<file path="src/rtl/mux_nx2_blanking.sv">
// Dual-output channel mux over a shared bank of per-channel hold registers.
// Each output zeroes itself for a fixed span when its source changes.

module mux_nx2_blanking_lane #(
  parameter int WIDTH        = 14,
  parameter int N_IN         = 8,
  parameter int SEL_W        = 3,
  parameter int BLANK_CYCLES = 16
) (
  input  logic                        clk_i,
  input  logic                        rst_ni,
  input  logic [N_IN-1:0][WIDTH-1:0]  hold,
  input  logic [SEL_W-1:0]            sel,
  output logic [WIDTH-1:0]            out,
  output logic                        busy
);
  typedef enum logic {RUN = 1'b0, BLANK = 1'b1} state_t;

  typedef struct packed {
    state_t           st;
    logic             tail;
    logic [SEL_W-1:0] act;
    logic [SEL_W-1:0] pend;
    logic [15:0]      cnt;
  } lane_t;

  localparam logic [15:0] RELOAD = 16'((BLANK_CYCLES > 0) ? BLANK_CYCLES - 1 : 0);

  lane_t q;
  logic  sel_ok;

  assign sel_ok = (32'(sel) < 32'(N_IN));

  always_ff @(posedge clk_i or negedge rst_ni) begin
    if (!rst_ni) begin
      q   <= '0;
      out <= '0;
    end else begin
      q.tail <= 1'b0;
      case (q.st)
        RUN: begin
          if (sel_ok && sel != q.act) begin
            if (BLANK_CYCLES == 0) begin
              q.act <= sel;
              out   <= hold[sel];
            end else begin
              q.st   <= BLANK;
              q.pend <= sel;
              q.cnt  <= RELOAD;
              out    <= '0;
            end
          end else begin
            out <= hold[q.act];
          end
        end
        BLANK: begin
          out <= '0;
          if (sel_ok && sel != q.pend) begin
            q.pend <= sel;
            q.cnt  <= RELOAD;
          end else if (q.cnt == '0) begin
            // last zero cycle is spent in RUN; tail keeps busy aligned with it
            q.st   <= RUN;
            q.act  <= q.pend;
            q.tail <= 1'b1;
          end else begin
            q.cnt <= q.cnt - 16'd1;
          end
        end
        default: q.st <= RUN;
      endcase
    end
  end

  assign busy = (q.st == BLANK) | q.tail;
endmodule

module mux_nx2_blanking #(
  parameter int WIDTH        = 14,
  parameter int N_IN         = 8,
  parameter int SEL_W        = 3,
  parameter int BLANK_CYCLES = 16
) (
  input  logic                    clk_i,
  input  logic                    rst_ni,
  input  logic [N_IN*WIDTH-1:0]   in_i,
  input  logic [N_IN-1:0]         valid_i,
  input  logic [SEL_W-1:0]        select0_i,
  input  logic [SEL_W-1:0]        select1_i,
  output logic [WIDTH-1:0]        out0_o,
  output logic [WIDTH-1:0]        out1_o,
  output logic [31:0]             dac_o,
  output logic [1:0]              busy_o
);
  logic [N_IN-1:0][WIDTH-1:0] hold;
  logic [1:0][SEL_W-1:0]      sel;
  logic [1:0][WIDTH-1:0]      out_q;

  assign sel = {select1_i, select0_i};

  for (genvar k = 0; k < N_IN; k++) begin : g_hold
    always_ff @(posedge clk_i or negedge rst_ni) begin
      if (!rst_ni)         hold[k] <= '0;
      else if (valid_i[k]) hold[k] <= in_i[k*WIDTH +: WIDTH];
    end
  end

  for (genvar j = 0; j < 2; j++) begin : g_lane
    mux_nx2_blanking_lane #(
      .WIDTH(WIDTH), .N_IN(N_IN), .SEL_W(SEL_W), .BLANK_CYCLES(BLANK_CYCLES)
    ) u_lane (
      .clk_i  (clk_i),
      .rst_ni (rst_ni),
      .hold   (hold),
      .sel    (sel[j]),
      .out    (out_q[j]),
      .busy   (busy_o[j])
    );
  end

  assign out0_o = out_q[0];
  assign out1_o = out_q[1];
  assign dac_o  = {16'($signed(out_q[1])), 16'($signed(out_q[0]))};
endmodule

</file>
<file path="config.mk">
export PLATFORM = sky130hd
export DESIGN_NAME = mux_nx2_blanking
export DESIGN_NICKNAME = d
export VERILOG_FILES = /design/src/rtl/mux_nx2_blanking.sv
export SDC_FILE = /design/constraint.sdc
export NUM_CORES = 1
export LEC_CHECK = 0
export ABC_AREA = 1
export CORE_MARGIN = 2
export CORE_UTILIZATION = 54
export CTS_BUF_LIST = sky130_fd_sc_hd__clkbuf_4
export DETAILED_ROUTE_END_ITERATION = 12
export GPL_ROUTABILITY_DRIVEN = 0
export GPL_TIMING_DRIVEN = 1
export PLACE_DENSITY = 0.8
export SYNTH_ARGS = -nofsm -noshare
export SYNTH_HDL_FRONTEND = slang
export SYNTH_SLANG_ARGS = --single-unit
</file>
<file path="constraint.sdc">
create_clock -name clk_i -period 2.2 [get_ports clk_i]
set_input_delay 0.44 -clock clk_i [delete_from_list [all_inputs] [get_ports clk_i]]
set_output_delay 0.44 -clock clk_i [all_outputs]
set_load 0.05 [all_outputs]
</file>
==> reports/summary.log <==
qor: logic_synthesis.synth_seq_cells 188
qor: job.drv.max_cap_violation_count 0
qor: logic_synthesis.synth_top_cell_by_area dfrtp_1
qor: clocking.clockRootBuffer clkbuf_4
qor: clocking.clk_pin_slew 160 ps
qor: timing.worst_pin_slew 511 ps
qor: grt.grt_overflow 0
qor: clocking.cts-buffers-inserted 17
qor: grt.grt_max_degree 58
qor: timing.grt_setup_unrepaired no
qor: grt.grt_util_met2 0.441
qor: clocking.cts_htree_levels 4
qor: final_layout.layout.cell_area.non_filler 12300 µm²
qor: grt.global_route.usage.met1 0.405
qor: timing.setup_violations 0
qor: logic_synthesis.ys.warnings.count 0
qor: timing.slew_headroom 0.659
qor: detailed_routing.dr_total_vias 9038
qor: clocking.clk_latency 610 ps
qor: placed_design.dp.final_hpwl 20.7 mm
qor: logic_synthesis.synthCells 1215
qor: final_layout.layout.cells.most_common nand2_1
qor: placed_design.io_buffers 189
qor: grt.first_pass_grt_wire_length 44.5 mm
qor: detailed_routing.avgRoutedWirePerCell 17.3 µm
qor: pwr.vdd_ir_drop_max 0.343 mV
qor: final_layout.layout_common_cells 222 x nand2_1, 188 x dfrtp_1, 173 x o21ai_0, 126 x clkdlybuf4s50_1, 113 x a21oi_1
qor: logic_synthesis.synthDominantCellAreaShare 0.469
qor: clocking.tritoncts_clock_tree done
qor: logic_synthesis.largest_cells_by_area_after_synthesis dfrtp_1 47%, o21ai_0 8.6%, nand2_1 8.3%
qor: worst_setup_path.timing.critical_path.fanout_max 13
qor: logic_synthesis.post_synth_instance_area 10000 µm²
qor: pwr.total_switching_power 1.95 mW
qor: logic_synthesis.yosysSeqAreaShare 0.469
qor: logic_synthesis.post_synth.cell_area_avg 8.26 µm²
qor: final_layout.drive_gt1_frac 0.125
qor: pwr.power_switching_share 0.292
qor: final_layout.final_cell_count_no_fill 1607
qor: detailed_routing.final_antenna_net_count 0
qor: worst_setup_path.crit_type flop to output port
qor: timing.timing.clock.skew 20.5 ps
qor: pwr.powerDensity 546 nW/µm²
qor: detailed_routing.drtPass1Iterations 6
qor: pwr.combPwrFrac 0.146
qor: clocking.clock_path_buffers 2
qor: worst_setup_path.worstPathArrival 1680 ps
qor: floorplanning.die-height 140 µm
qor: clocking.postCtsSetupBuffers 0
qor: grt.globalRouteTotalUtil 0.287
qor: grt.globalRouteMet3Util 0.0581
qor: clocking.cts.sink_count 188
qor: final_layout.finalNetCount 1494
qor: detailed_routing.via_cell_ratio 5.62
qor: timing.finalHoldViolations 0
qor: grt.number_of_antenna_violations_at_the_first_check_in_global_routing 1
qor: final_layout.flow.area_growth_from_synthesis 22.2%
qor: timing.finalWorstSetupSlack 76.8 ps
qor: timing.fmaxAchievable 0.471 GHz
qor: pwr.cellInternalPower 4.74 mW
qor: pwr.cellLeakagePower 5.88 nW
qor: grt.vias_in_the_first_global_route 8323
qor: timing.worst_hold_slack 317 ps
qor: worst_setup_path.timing.critical_path.from_type flop
qor: timing.finalMaxSlewViolations 0
qor: logic_synthesis.synth_nets 1345
qor: timing.fin_crit_sh 0.965
qor: pwr.p_seq_frac 0.569
qor: placed_design.detailed_place.area 12000 µm²
qor: grt.top_usage_layer met2
qor: pwr.clock_power_share 0.285
qor: timing.min_period 2120 ps
qor: final_layout.fin_util 0.677
qor: floorplanning.core_area 18100 µm²
qor: floorplanning.start_util 0.555
qor: worst_setup_path.reg2reg_slack 280 ps
qor: detailed_routing.initialDrtViolationCount 1103
qor: floorplanning.fp.dieArea 19700 µm²
qor: timing.tns 0 ps
qor: floorplanning.die-width 140 µm
qor: detailed_routing.drc 0
qor: worst_setup_path.end_kind output port
qor: pwr.finalPower 6.69 mW
qor: floorplanning.placementRows 49
qor: logic_synthesis.ys_types 38
qor: detailed_routing.route.final.wire_length 27.8 mm
qor: placed_design.dpl.cell_count 1573
qor: worst_setup_path.crit_required 1760 ps
qor: floorplanning.io-pin-count 190
qor: min_path.min_path_type input port to asynchronous set/reset pin
qor: placed_design.placement.setup.worst_slack 104 ps
qor: outcome.outcome completed
-- path summary, 6_finish.rpt --
path,from,endpoint,depth (start not counted)
worst max register to register,g_lane[0].u_lane.q[0]$_DFFE_PN0P_,g_lane[0].u_lane.q[19]$_DFFE_PN0P_,9
min in group clk_i,in_i[24],hold[24]$_DFFE_PN0P_,3
worst max-delay path,g_lane[0].u_lane.q[23]$_DFF_PN0_,busy_o[0],3
worst min-delay path,rst_ni,g_lane[1].u_lane.q[7]$_DFFE_PN0P_,2
max in group asynchronous,rst_ni,g_lane[0].u_lane.q[14]$_DFFE_PN0P_,3
worst min register to register,g_lane[0].u_lane.q[17]$_DFFE_PN0P_,g_lane[0].u_lane.q[17]$_DFFE_PN0P_,2
-- what timing repair did --
item,CTS,global route
resized for setup,61,4
pin swaps,0,0
hold endpoints to repair,41,0
setup endpoints to repair,61,5
hold buffers,1,0
cloned,0,0
-- worst max-delay path, stage by stage (launching register included) --
cell	delay (ps)
dfrtp_1	430
buf_6	170
or2_2	290
buf_4	200
-- cell usage after synthesis --
cell	instances
nor3_1	3
o21ai_0	173
nand3_2	5
xor2_1	6
buf_2	18
dfrtp_1	188
or2_2	2
inv_2	11
clkbuf_1	37
o21ai_1	5
xor2_2	1
o21bai_1	1
buf_4	36
o21ai_4	1
nor3_4	1
a21oi_1	113
nand4_2	1
a31oi_1	14
mux2_2	56
buf_6	4
nor2_2	6
and2_1	1
ha_1	2
nand3_1	102
nor2_4	1
nand3b_1	6
inv_1	105
nand2_1	223
clkbuf_2	1
nor2_1	51
o21ai_2	7
and3_1	14
nand4_1	3
xnor2_1	9
nor3_2	1
nor2_8	1
nand2_2	2
buf_1	4
-- metal layers --
metal / part of all wire / routed length [µm]
met4: 0.037 / 1040
met5: 0 / 0
met3: 0.077 / 2140
met1: 0.43 / 12000
met2: 0.46 / 12700
-- layout make-up --
class                      instances  area (µm²)
inverter                         116         435
tap                              229         287
antenna                            1        2.50
clock buffer                      17         128
multi-input combinational        811        4330
timing repair buffer             230        2210
clock inverter                    15         155
fill                            1516        5830
sequential                       188        4700
-- logic make-up after synthesis --
kind of cell | Yosys count | synth area share
and+or+nand+nor | 423 | 0.189
AOI/OAI and AO/OA | 314 | 0.162
buffers and inverters | 216 | 0.0997
DFF | 188 | 0.469
muxes | 56 | 0.0629
xor gates and xnor gates | 16 | 0.0147
adders and majority gates | 2 | 0.00249
-- sequential cells by signal, summed over array words and instances, names as in the netlist --
| name | cells |
|---|---|
| g_lane.u_lane.q | 48 |
| hold | 112 |
| g_lane.u_lane.out | 28 |
-- power groups by stage --
stage / Combinational, mW / Clock, mW / Sequential, mW
after global routing: 1.08 / 2.08 / 3.83
after floorplan: 0.464 / 0 / 3.83
after CTS: 0.975 / 1.94 / 3.80
final: 0.979 / 1.90 / 3.81
after global placement: 0.941 / 0 / 3.86
after detailed placement: 0.969 / 0 / 3.87
No activity file was read; power rests on OpenSTA's default activity.
